==> config.mk <==
export PLATFORM = sky130hd
export DESIGN_NAME = regfile_port_arbiter
export DESIGN_NICKNAME = d
export VERILOG_FILES = /design/src/rtl/regfile_port_arbiter.sv
export SDC_FILE = /design/constraint.sdc
export NUM_CORES = 1
export LEC_CHECK = 0
export BUFFER_PORTS_ARGS = -buffer_cell sky130_fd_sc_hd__buf_2
export CAP_MARGIN = 20
export CORE_AREA = 2 2 107 109
export CTS_CLUSTER_DIAMETER = 150
export DETAILED_ROUTE_END_ITERATION = 16
export DIE_AREA = 0 0 109 111
export PLACE_DENSITY = 0.77
export SETUP_SLACK_MARGIN = 0.15
export SYNTH_ARGS = -nofsm -noshare
export SYNTH_HDL_FRONTEND = slang
export SYNTH_SLANG_ARGS = --single-unit
==> constraint.sdc <==
create_clock -name clk -period 6.6 [get_ports clk]
set_input_delay 1.32 -clock clk [delete_from_list [all_inputs] [get_ports clk]]
set_output_delay 1.32 -clock clk [all_outputs]
set_load 0.02 [all_outputs]
==> src/rtl/regfile_port_arbiter.sv <==
`default_nettype none
// ============================================================================
// Module   : regfile_port_arbiter
// Purpose  : Round-robin arbiter sharing one register-file write port and one
//            read mux among NREQ requesters; reads return after two cycles.
// Revision : 1.0
// ============================================================================
module regfile_port_arbiter #(
  parameter int WIDTH = 32,
  parameter int NREQ  = 4
) (
  input  logic                    clk,
  input  logic                    rst_n,
  input  logic [NREQ-1:0]         req_valid,
  input  logic [NREQ-1:0]         req_we,
  input  logic [NREQ*5-1:0]       req_addr,
  input  logic [NREQ*WIDTH-1:0]   req_wdata,
  output logic [NREQ-1:0]         req_ready,
  output logic                    rf_we,
  output logic [4:0]              rf_waddr,
  output logic [WIDTH-1:0]        rf_wdata,
  output logic [4:0]              rf_rsel,
  input  logic [WIDTH-1:0]        rf_rdata,
  output logic                    rsp_valid,
  output logic [$clog2(NREQ)-1:0] rsp_id,
  output logic [WIDTH-1:0]        rsp_data
);

  localparam int c_IDW = $clog2(NREQ);

  // (base + off) mod NREQ, valid for off < NREQ and base < NREQ
  function automatic logic [c_IDW-1:0] f_wrap(input logic [c_IDW-1:0] base, input int off);
    int sum;
    sum = int'(base) + off;
    if (sum >= NREQ) sum = sum - NREQ;
    return c_IDW'(sum);
  endfunction

  logic [4:0]       w_addr  [NREQ];
  logic [WIDTH-1:0] w_wdata [NREQ];

  genvar gi;
  generate
    for (gi = 0; gi < NREQ; gi++) begin : g_lane
      assign w_addr[gi]  = req_addr[gi*5 +: 5];
      assign w_wdata[gi] = req_wdata[gi*WIDTH +: WIDTH];
    end
  endgenerate

  logic [c_IDW-1:0] r_ptr;
  logic             w_gnt_any;
  logic [c_IDW-1:0] w_gnt_idx;
  logic             w_gnt_valid;

  always_comb begin
    w_gnt_any = 1'b0;
    w_gnt_idx = '0;
    for (int k = 0; k < NREQ; k++) begin
      if (!w_gnt_any && req_valid[f_wrap(r_ptr, k)]) begin
        w_gnt_any = 1'b1;
        w_gnt_idx = f_wrap(r_ptr, k);
      end
    end
  end

  // Reset suppresses the grant so no transfer is accepted while held in reset
  assign w_gnt_valid = w_gnt_any & rst_n;

  always_comb begin
    req_ready = '0;
    if (w_gnt_valid) req_ready[w_gnt_idx] = 1'b1;
  end

  logic             w_g_we;
  logic [4:0]       w_g_addr;
  logic [WIDTH-1:0] w_g_wdata;
  logic             w_wr_commit;
  logic             w_rd_issue;

  assign w_g_we    = req_we[w_gnt_idx];
  assign w_g_addr  = w_addr[w_gnt_idx];
  assign w_g_wdata = w_wdata[w_gnt_idx];

  // Register 0 is read-only: the write is accepted but never reaches the file
  assign w_wr_commit = w_gnt_valid & w_g_we & (w_g_addr != 5'd0);
  assign w_rd_issue  = w_gnt_valid & ~w_g_we;

  always_ff @(posedge clk) begin
    if (!rst_n) begin
      r_ptr <= '0;
    end else if (w_gnt_valid) begin
      r_ptr <= f_wrap(w_gnt_idx, 1);
    end
  end

  logic             r_rf_we;
  logic [4:0]       r_rf_waddr;
  logic [WIDTH-1:0] r_rf_wdata;

  always_ff @(posedge clk) begin
    if (!rst_n) begin
      r_rf_we    <= 1'b0;
      r_rf_waddr <= '0;
      r_rf_wdata <= '0;
    end else begin
      r_rf_we <= w_wr_commit;
      if (w_wr_commit) begin
        r_rf_waddr <= w_g_addr;
        r_rf_wdata <= w_g_wdata;
      end
    end
  end

  logic             r_rsel;
  logic [4:0]       r_rf_rsel;
  logic [c_IDW-1:0] r_rd_id;
  logic             r_rd_pend;

  always_ff @(posedge clk) begin
    if (!rst_n) begin
      r_rf_rsel <= '0;
      r_rd_id   <= '0;
      r_rd_pend <= 1'b0;
    end else begin
      r_rd_pend <= w_rd_issue;
      if (w_rd_issue) begin
        r_rf_rsel <= w_g_addr;
        r_rd_id   <= w_gnt_idx;
      end
    end
  end

  assign r_rsel = r_rd_pend;

  logic             r_rsp_valid;
  logic [c_IDW-1:0] r_rsp_id;
  logic [WIDTH-1:0] r_rsp_data;

  // Capture happens after any write issued one cycle earlier has committed
  always_ff @(posedge clk) begin
    if (!rst_n) begin
      r_rsp_valid <= 1'b0;
      r_rsp_id    <= '0;
      r_rsp_data  <= '0;
    end else begin
      r_rsp_valid <= r_rsel;
      if (r_rsel) begin
        r_rsp_id   <= r_rd_id;
        r_rsp_data <= rf_rdata;
      end
    end
  end

  assign rf_we     = r_rf_we;
  assign rf_waddr  = r_rf_waddr;
  assign rf_wdata  = r_rf_wdata;
  assign rf_rsel   = r_rf_rsel;
  assign rsp_valid = r_rsp_valid;
  assign rsp_id    = r_rsp_id;
  assign rsp_data  = r_rsp_data;

endmodule
`default_nettype wire

After elaboration in Yosys (flattened, before gate mapping) --
Cells that the tools add are included.
Storage, ports and cells: register bits 83, bits of input ports 190, output and inout port bits 82, word-level logic and storage cells 77
Cells by class: add/sub/neg operators 9, order comparisons 12, mux-type cells 32, bitwise operators 6, reduce and logical (&&, ||, !) cells 8
Operators with widths (number):
- $bmux 32 s2 | 1
- $mux 32 | 2
- $mux 2 | 9
- $ge 3x3->1 const B | 5
- $lt 2x3->1 const B | 5
- $bmux 1 s2 | 5
- $bmux 5 s2 | 1
- $mux 1 | 10
- $mux 5 | 2
- $sub 2x1->2 const B | 5
- $add 2x1->3 const B | 2
- $add 2x2->3 const B | 2
- $reduce_bool 5->1 | 1
- $and 1x1->1 | 4
- $logic_and 1x1->1 | 4
- $mux 4 | 1
- $ge 2x3->1 const B | 1
- $logic_not 1->1 | 3
- $not 2->3 | 1
- $demux 1 s2 | 1
- $ge 2x1->1 const B | 1
- $not 1->1 | 1

Longest topological paths before layout --
Gate-level depths: netlist of run 1.
depth in word-level cells 20, depth in mapped cells 10, depth with buffers taken out 8

Worst setup path before layout of run 1 --
No wires, ideal clock.
path type in2out, from in req_valid[3], to out req_ready[2], arrival 2.992 ns, required time 5.280 ns, path slack 2.288 ns, stages 7, buffers on the path 2, path through nor2_1 -> nor4_1 -> nor2_1 -> clkbuf_1 -> clkbuf_1 -> ha_1 -> and3_1
Between the ends: word-level cells in the longest chain between the ends 17, elaborated cells on any way between the ends 29, those cells by class order compare: 2; mux: 19; bitwise: 1; reduce/logical: 7
Ends and longest elaborated chain:
- start: declaration | line 14 | input logic [NREQ-1:0] req_valid,
- $bmux 1 s2 | line 59 | if (!w_gnt_any && req_valid[f_wrap(r_ptr, k)]) begin
- $mux 1 (not written as such) | line 59
- $mux 1 | line 59
- $logic_not 1->1 | line 59
- $logic_and 1x1->1 | line 59
- $mux 1 | line 59
- $logic_not 1->1 | line 59
- $logic_and 1x1->1 | line 59
- $mux 1 | line 59
- $logic_not 1->1 | line 59
- $logic_and 1x1->1 | line 59
- $mux 2 | line 59
- $lt 2x3->1 (not written as such) / $ge 2x1->1 (equally long branches) | line 71 | if (w_gnt_valid) req_ready[w_gnt_idx] = 1'b1;
- $logic_and 1x1->1 (not written as such) | line 71
- $mux 1 (not written as such) | line 71
- $demux 1 s2 | line 71
- $mux 4 (*) | line 71
- end: declaration | line 18 | output logic [NREQ-1:0] req_ready,
Every way passes the cells marked *; elsewhere a longest branch is shown, timed or not. The select of a mux whose other input is x is not followed.

Worst setup path after layout of run 1 --
from in req_valid[2], to out req_ready[3]
The elaborated chain is that of the path after synthesis.

==> results of run 1 <==
==> final cells by class <==
cell class / count / area (um2) / area share (%)
diodes: 1 / 2.502 / 0.04055
clock buffers: 9 / 225.2 / 3.650
clock inverters: 7 / 76.32 / 1.237
inverters: 4 / 15.01 / 0.2433
multi-input cells: 432 / 2601 / 42.15
flip-flops and latches: 83 / 1663 / 26.95
well taps: 143 / 178.9 / 2.899
repair buffers: 278 / 1409 / 22.83
==> power by group through the flow <==
stage                     combinational, W  sequential [W]  clock (W)
final                             0.000771        0.000647   0.000501
after global routing              0.000842        0.000657   0.000537
after CTS                         0.000777        0.000648   0.000514
after detailed placement          0.000774        0.000656          0
after global placement            0.000761        0.000658          0
after floorplan                   0.000476        0.000719          0
==> sequential cells by signal (all words and copies together) (netlist names) <==
name	cells
r_ptr	2
rsp_data	32
r_rd_pend	1
rsp_valid	1
rf_we	1
r_rd_id	2
rf_wdata	32
rf_rsel	5
rf_waddr	5
rsp_id	2
==> cell families after synthesis <==
family                   synth area share (%)
AND/OR/NAND/NOR                         21.35
AO/OA/AOI/OAI                           17.34
flip-flops                              37.21
multiplexers                            17.74
buffers and inverters                   5.240
adder cells (fa/ha/maj)                 1.121
==> through the flow <==
| step | utilization, % | instance area [um2] | total power (W) | cells | hold slack [ns] |
|---|---|---|---|---|---|
| floorplan | - | 4466 | 0.001196 | 566 | 0.4356 |
| global placement | 52.97 | 5867 | 0.001419 | 940 | 0.4394 |
| detailed placement | 52.97 | 5867 | 0.001430 | 940 | 0.4441 |
| CTS | 55.69 | 6168 | 0.001939 | 956 | 0.4552 |
| global route | 55.69 | 6168 | 0.002035 | 956 | 0.4637 |
| finish | 55.71 | 6171 | 0.001920 | 957 | 0.4545 |
==> synth_stat cells <==
cell / count
nand2_1: 132
dfxtp_1: 83
mux2i_1: 78
a21oi_1: 70
nor2_1: 45
a22oi_1: 32
clkbuf_1: 24
nand3_1: 21
o21ai_0: 12
buf_1: 10
buf_2: 8
and2_1: 5
and3_1: 4
ha_1: 4
nor2b_1: 4
a21boi_0: 3
buf_6: 3
inv_1: 3
nand4_1: 3
a22oi_4: 2
dlygate4sd1_1: 2
nand2b_1: 2
nor3_1: 2
nor4_1: 2
or4_1: 2
a21boi_1: 1
a31oi_1: 1
a31oi_4: 1
inv_2: 1
mux2_2: 1
nand3_2: 1
nand3_4: 1
o211ai_1: 1
o32ai_2: 1
or2_2: 1
==> layer usage <==
layer | part of all wire [%] | vias to the layer above | wire, um
met4 | 1.8 | 0 | 254
met3 | 9.2 | 19 | 1298
met1 | 42 | 2180 | 5900
li1 | - | 2440 | -
met5 | 0 | - | 0
met2 | 47 | 212 | 6665
==> worst min-delay path by stage <==
stage,startpoint,to,slack [ns]
6_report,rf_wdata[14]$_SDFFE_PN0P_,rf_wdata[14]$_SDFFE_PN0P_,0.45
5_1_grt,rf_wdata[8]$_SDFFE_PN0P_,rf_wdata[8]$_SDFFE_PN0P_,0.46
4_1_cts,rf_wdata[25]$_SDFFE_PN0P_,rf_wdata[25]$_SDFFE_PN0P_,0.46
3_5_place_dp,rf_wdata[25]$_SDFFE_PN0P_,rf_wdata[25]$_SDFFE_PN0P_,0.44
3_3_place_gp,rf_wdata[26]$_SDFFE_PN0P_,rf_wdata[26]$_SDFFE_PN0P_,0.44
2_1_floorplan,r_rd_id[0]$_SDFFE_PN0P_,r_rd_id[0]$_SDFFE_PN0P_,0.44
==> worst max-delay path: cells and delay by family <==
kind                     cells  cell delay (ns)
buffers and inverters        4             1.22
AO/OA/AOI/OAI                2             0.44
AND/OR/NAND/NOR              2             0.32
adder cells (fa/ha/maj)      1             0.35
==> impl_metrics.ini, run 1 <==
[synthesis]
synth_cell_types = 35
yosys_warnings = 0
syn_avg_cell_area_um2 = 7.890
synth_area_um2 = 4466
syn_nets = 760
ys_seq_elements = 83
synth_top_area_share_pct = 37.21
synth_seq_area_share_pct = 37.21
synthCells = 566
synth.top_cells.by_area = dfxtp_1 (37%), mux2i_1 (17%), nand2_1 (11%)
yosysTopAreaCell = dfxtp_1

[sta]
tightest_slew_ns = 1.042
max_freq_ghz = 0.2003
timing.final.ws_setup_ns = 1.607
rsz0062_at_grt = no
setup_viol = 0
fin_worst_skew_ns = 0.009319
min_period_ns = 4.993
slew_viol_final = 0
hold_viol_final = 0
slew_headroom_pct = 30.51
fin_crit_sh_pct = 75.65
tns_ns = 0

[clock_network]
cts_max_path_buffers = 2
clkTransAtPathRegs_ns = 0.07
clkSinkCount = 83
clk_latency_ns = 0.34
cts_buffers = 9
post_cts_buffers = 0
root_buffer = clkbuf_16
post_cts_resized = 0
htreeDepth = 3
cts_hold_repair.buffers = 0
cts_tree = yes

[critical_path]
r2r_cells = 9
path_class = input port to output port
crit_top_cell = buf_2
path_max_fanout = 41
cp-end-kind = output port
reg2reg_to = rf_wdata[23]$_SDFFE_PN0P_
path_cells = buf_2 > nor2b_1 > a21boi_0 > o32ai_4 > buf_4 > inv_1 > ha_1 > and3_1 > buf_2
slowest_delay_ns = 0.49
ff2ff_setup_slack_ns = 2.87
critPathSlowestCell = inv_1
crit-reg2reg-launch = r_ptr[1]$_SDFFE_PN0P_
startpoint = req_valid[2]
cp.arrival_ns = 3.67
startpoint_type = input port
worstSetupEndpoint = req_ready[3]
critPathRequiredTime_ns = 5.28

[power]
p_per_area_nw_per_um2 = 311.1
p_leak_nw = 3.130
sw_frac_of_total_pct = 39.79
p_int_w = 0.001156
combPwrFrac_pct = 40.2
switchingPower_w = 0.0007638
sequentialPowerShare_pct = 33.7
peakVddDrop_mv = 0.1723
clkPwrFrac_pct = 26.1

[global_route]
grt_use_met2_pct = 38.67
use_met1_pct = 24.97
grt_pass1_wl_mm = 21.20
antenna_found_initial = 1
globalRoute.totalOverflow = 0
grt_pass1_vias = 4465
grt_max_degree = 62
grt_use_total_pct = 21.99
grtUsageMet3_pct = 5.996
busiest_layer = met2

[routing]
firstDrtPassIters = 5
vias_per_cell = 5.069
wl_per_cell_um = 14.75
dr_total_vias = 4851
drt-initial-drc-count = 211
drtAntennaViolNets = 0
wl_mm = 14.12
drc = 0

[min_path]
hold_class = flop to flop
whs_path_depth = 2

[place]
dp_hpwl_mm = 10.42
io_buffers = 271
place_ws_ns = 1.598
gp_congestion = 0.8019

[cells_and_area]
finalNetCount = 1002
final_cell_mix = buf_2 (271), nand2_1 (132), dfxtp_1 (82)
drive_gt1_share_pct = 37.88
mostFrequentLayoutCell = buf_2
fillCellCount = 1040
syn2layout_area_growth_pct = 38.19

[outcome]
status = finished clean

[floorplanning]
io_pins = 272
initial_core_util_pct = 40.31
dieArea_um2 = 12100
fp-row-count = 39
core_area_um2 = 11080
die_x_um = 109
die_h_um = 111

[flow_run]
drv_cap = 0
Power figures use the tool's default switching activity.
==> run 2: changes to the inputs <==
--- a/config.mk
+++ b/config.mk
@@ -7,11 +7,10 @@
 export LEC_CHECK = 0
 export BUFFER_PORTS_ARGS = -buffer_cell sky130_fd_sc_hd__buf_2
 export CAP_MARGIN = 20
-export CORE_AREA = 2 2 107 109
+export CORE_UTILIZATION = 39
 export CTS_CLUSTER_DIAMETER = 150
 export DETAILED_ROUTE_END_ITERATION = 16
-export DIE_AREA = 0 0 109 111
-export PLACE_DENSITY = 0.77
+export PLACE_DENSITY = 0.76
 export SETUP_SLACK_MARGIN = 0.15
 export SYNTH_ARGS = -nofsm -noshare
 export SYNTH_HDL_FRONTEND = slang
==> constraint.sdc (replaced) <==
create_clock -name clk -period 4.55 [get_ports clk]
set_input_delay 0.91 -clock clk [delete_from_list [all_inputs] [get_ports clk]]
set_output_delay 0.91 -clock clk [all_outputs]
set_load 0.02 [all_outputs]
==> impl_metrics.ini, run 2 (same netlist as run 1, synthesis figures left out) <==
[sta]
slew_headroom_pct = 31.32
setup_viol = 0
tns_ns = 0
hold_slack_ns = 0.4547
hold_viol_final = 0
rsz0062_at_grt = no
fin_worst_skew_ns = 0.005007
fin_crit_sh_pct = 80.13
slew_viol_final = 0
tightest_slew_ns = 1.030
timing.final.ws_setup_ns = 0.9042
max_freq_ghz = 0.2743
min_period_ns = 3.646

[critical_path]
critPathTopFamily = simple AND/OR/NAND/NOR gates
cp-end-kind = output port
critPathRequiredTime_ns = 3.64
critPathSlowestCell = nor2_1
path_cells = buf_2 > nor2_1 > nor4_2 > buf_4 > nor2_4 > buf_4 > ha_1 > and3_1 > buf_2
path_max_fanout = 28
r2r_cells = 7
reg2reg_to = rf_wdata[25]$_SDFFE_PN0P_
crit-reg2reg-launch = r_ptr[1]$_SDFFE_PN0P_
startpoint = req_valid[3]
cp.arrival_ns = 2.74
startpoint_type = input port
slowest_delay_ns = 0.38
critical_path_buf_inv_count = 4
ff2ff_setup_slack_ns = 1.52
path_class = input port to output port

[min_path]
whs_path_depth = 2
hold_class = flop to flop
hp-start = rf_wdata[0]$_SDFFE_PN0P_
hold_end = rf_wdata[0]$_SDFFE_PN0P_

[power]
p_int_w = 0.001796
p_leak_nw = 3.162
switchingPower_w = 0.001080
combPwrFrac_pct = 39.5
clkPwrFrac_pct = 27.7
p_per_area_nw_per_um2 = 461.8
sequentialPowerShare_pct = 32.7
p_total_w = 0.002876
sw_frac_of_total_pct = 37.55
peakVddDrop_mv = 0.2675

[clock_network]
clkTransAtPathRegs_ns = 0.06
root_buffer = clkbuf_16
cts_tree = yes
post_cts_resized = 0
clk_latency_ns = 0.33
htreeDepth = 3
clkSinkCount = 83
cts_hold_repair.buffers = 0
cts_buffers = 9
post_cts_buffers = 0
cts_max_path_buffers = 2

[routing]
drt-initial-drc-count = 293
drtAntennaViolNets = 0
firstDrtPassIters = 5
wl_per_cell_um = 15.17
wl_mm = 14.53
vias_per_cell = 5.111
drc = 0
dr_total_vias = 4896

[cells_and_area]
finalNetCount = 1007
multiInputGateArea_um2 = 2601
diodes = 0
register_area_um2 = 1663
final_cell_mix = buf_2 (271), nand2_1 (132), dfxtp_1 (82)
syn2layout_area_growth_pct = 39.48
mostFrequentLayoutCell = buf_2
drive_gt1_share_pct = 38.14
fillCellCount = 1052
fin_util_pct = 56.71

[global_route]
grt_pass1_vias = 4595
antenna_found_initial = 0
grt_pass1_wl_mm = 21.66
grt_use_total_pct = 23.74
globalRoute.totalOverflow = 0
grt_max_degree = 68

[place]
gp_congestion = 0.9234
dp_hpwl_mm = 11.00
io_buffers = 271
place_ws_ns = 0.8752

[floorplanning]
die_h_um = 109.0
core_area_um2 = 10980
initial_core_util_pct = 40.66
die_x_um = 109.0
dieArea_um2 = 11880
fp-row-count = 38
io_pins = 272

[outcome]
status = finished clean

[flow_run]
drv_cap = 0
run 2: how the worst max path moves through the flow:
stage                         to  slack (ns)  cells after the start
floorplan           req_ready[2]        1.06                      7
global route        req_ready[0]        0.70                      9
CTS                 req_ready[0]        0.89                      9
finish              req_ready[0]        0.90                      9
detailed placement  req_ready[0]        0.88                      9
global placement    req_ready[2]        0.94                      9
run 2: routing by layer:
layer  share of wire [%]  GRT usage, %  up-vias
met1                  40         26.74     2214
met4                 1.2         6.178        0
met3                 8.7         7.053       17
met5                   0             0        -
li1                    -             -     2440
met2                  50         43.17      225
run 2: layout make-up:
class / count / area share, %
multi-input cells: 432 / 41.76
flip-flops and latches: 83 / 26.70
repair buffers: 283 / 23.22
clock buffers: 11 / 3.897
well taps: 140 / 2.812
clock inverters: 5 / 1.366
inverters: 4 / 0.2411
run 2: worst register-to-register path, delay by kind of cell, from the launching register on:
kind / cells / cell delay (ns)
DFF: 1 / 0.50
buffers and inverters: 2 / 0.96
AOI/OAI and AO/OA: 3 / 0.67
muxes: 2 / 0.81
run 2: power groups by stage:
stage	Clock, W	Sequential (W)	Combinational (W)
3_5_place_dp	0	0.000955	0.00114
3_3_place_gp	0	0.000957	0.00113
5_1_grt	0.000845	0.000955	0.00125
2_1_floorplan	0	0.00104	0.000691
4_1_cts	0.000815	0.000943	0.00114
6_report	0.000797	0.000942	0.00114
run 2: per-stage QoR:
stage / instances / instance area (um2)
floorplan: 566 / 4466
global placement: 942 / 5901
detailed placement: 942 / 5901
CTS: 958 / 6228
global route: 958 / 6228
finish: 958 / 6228
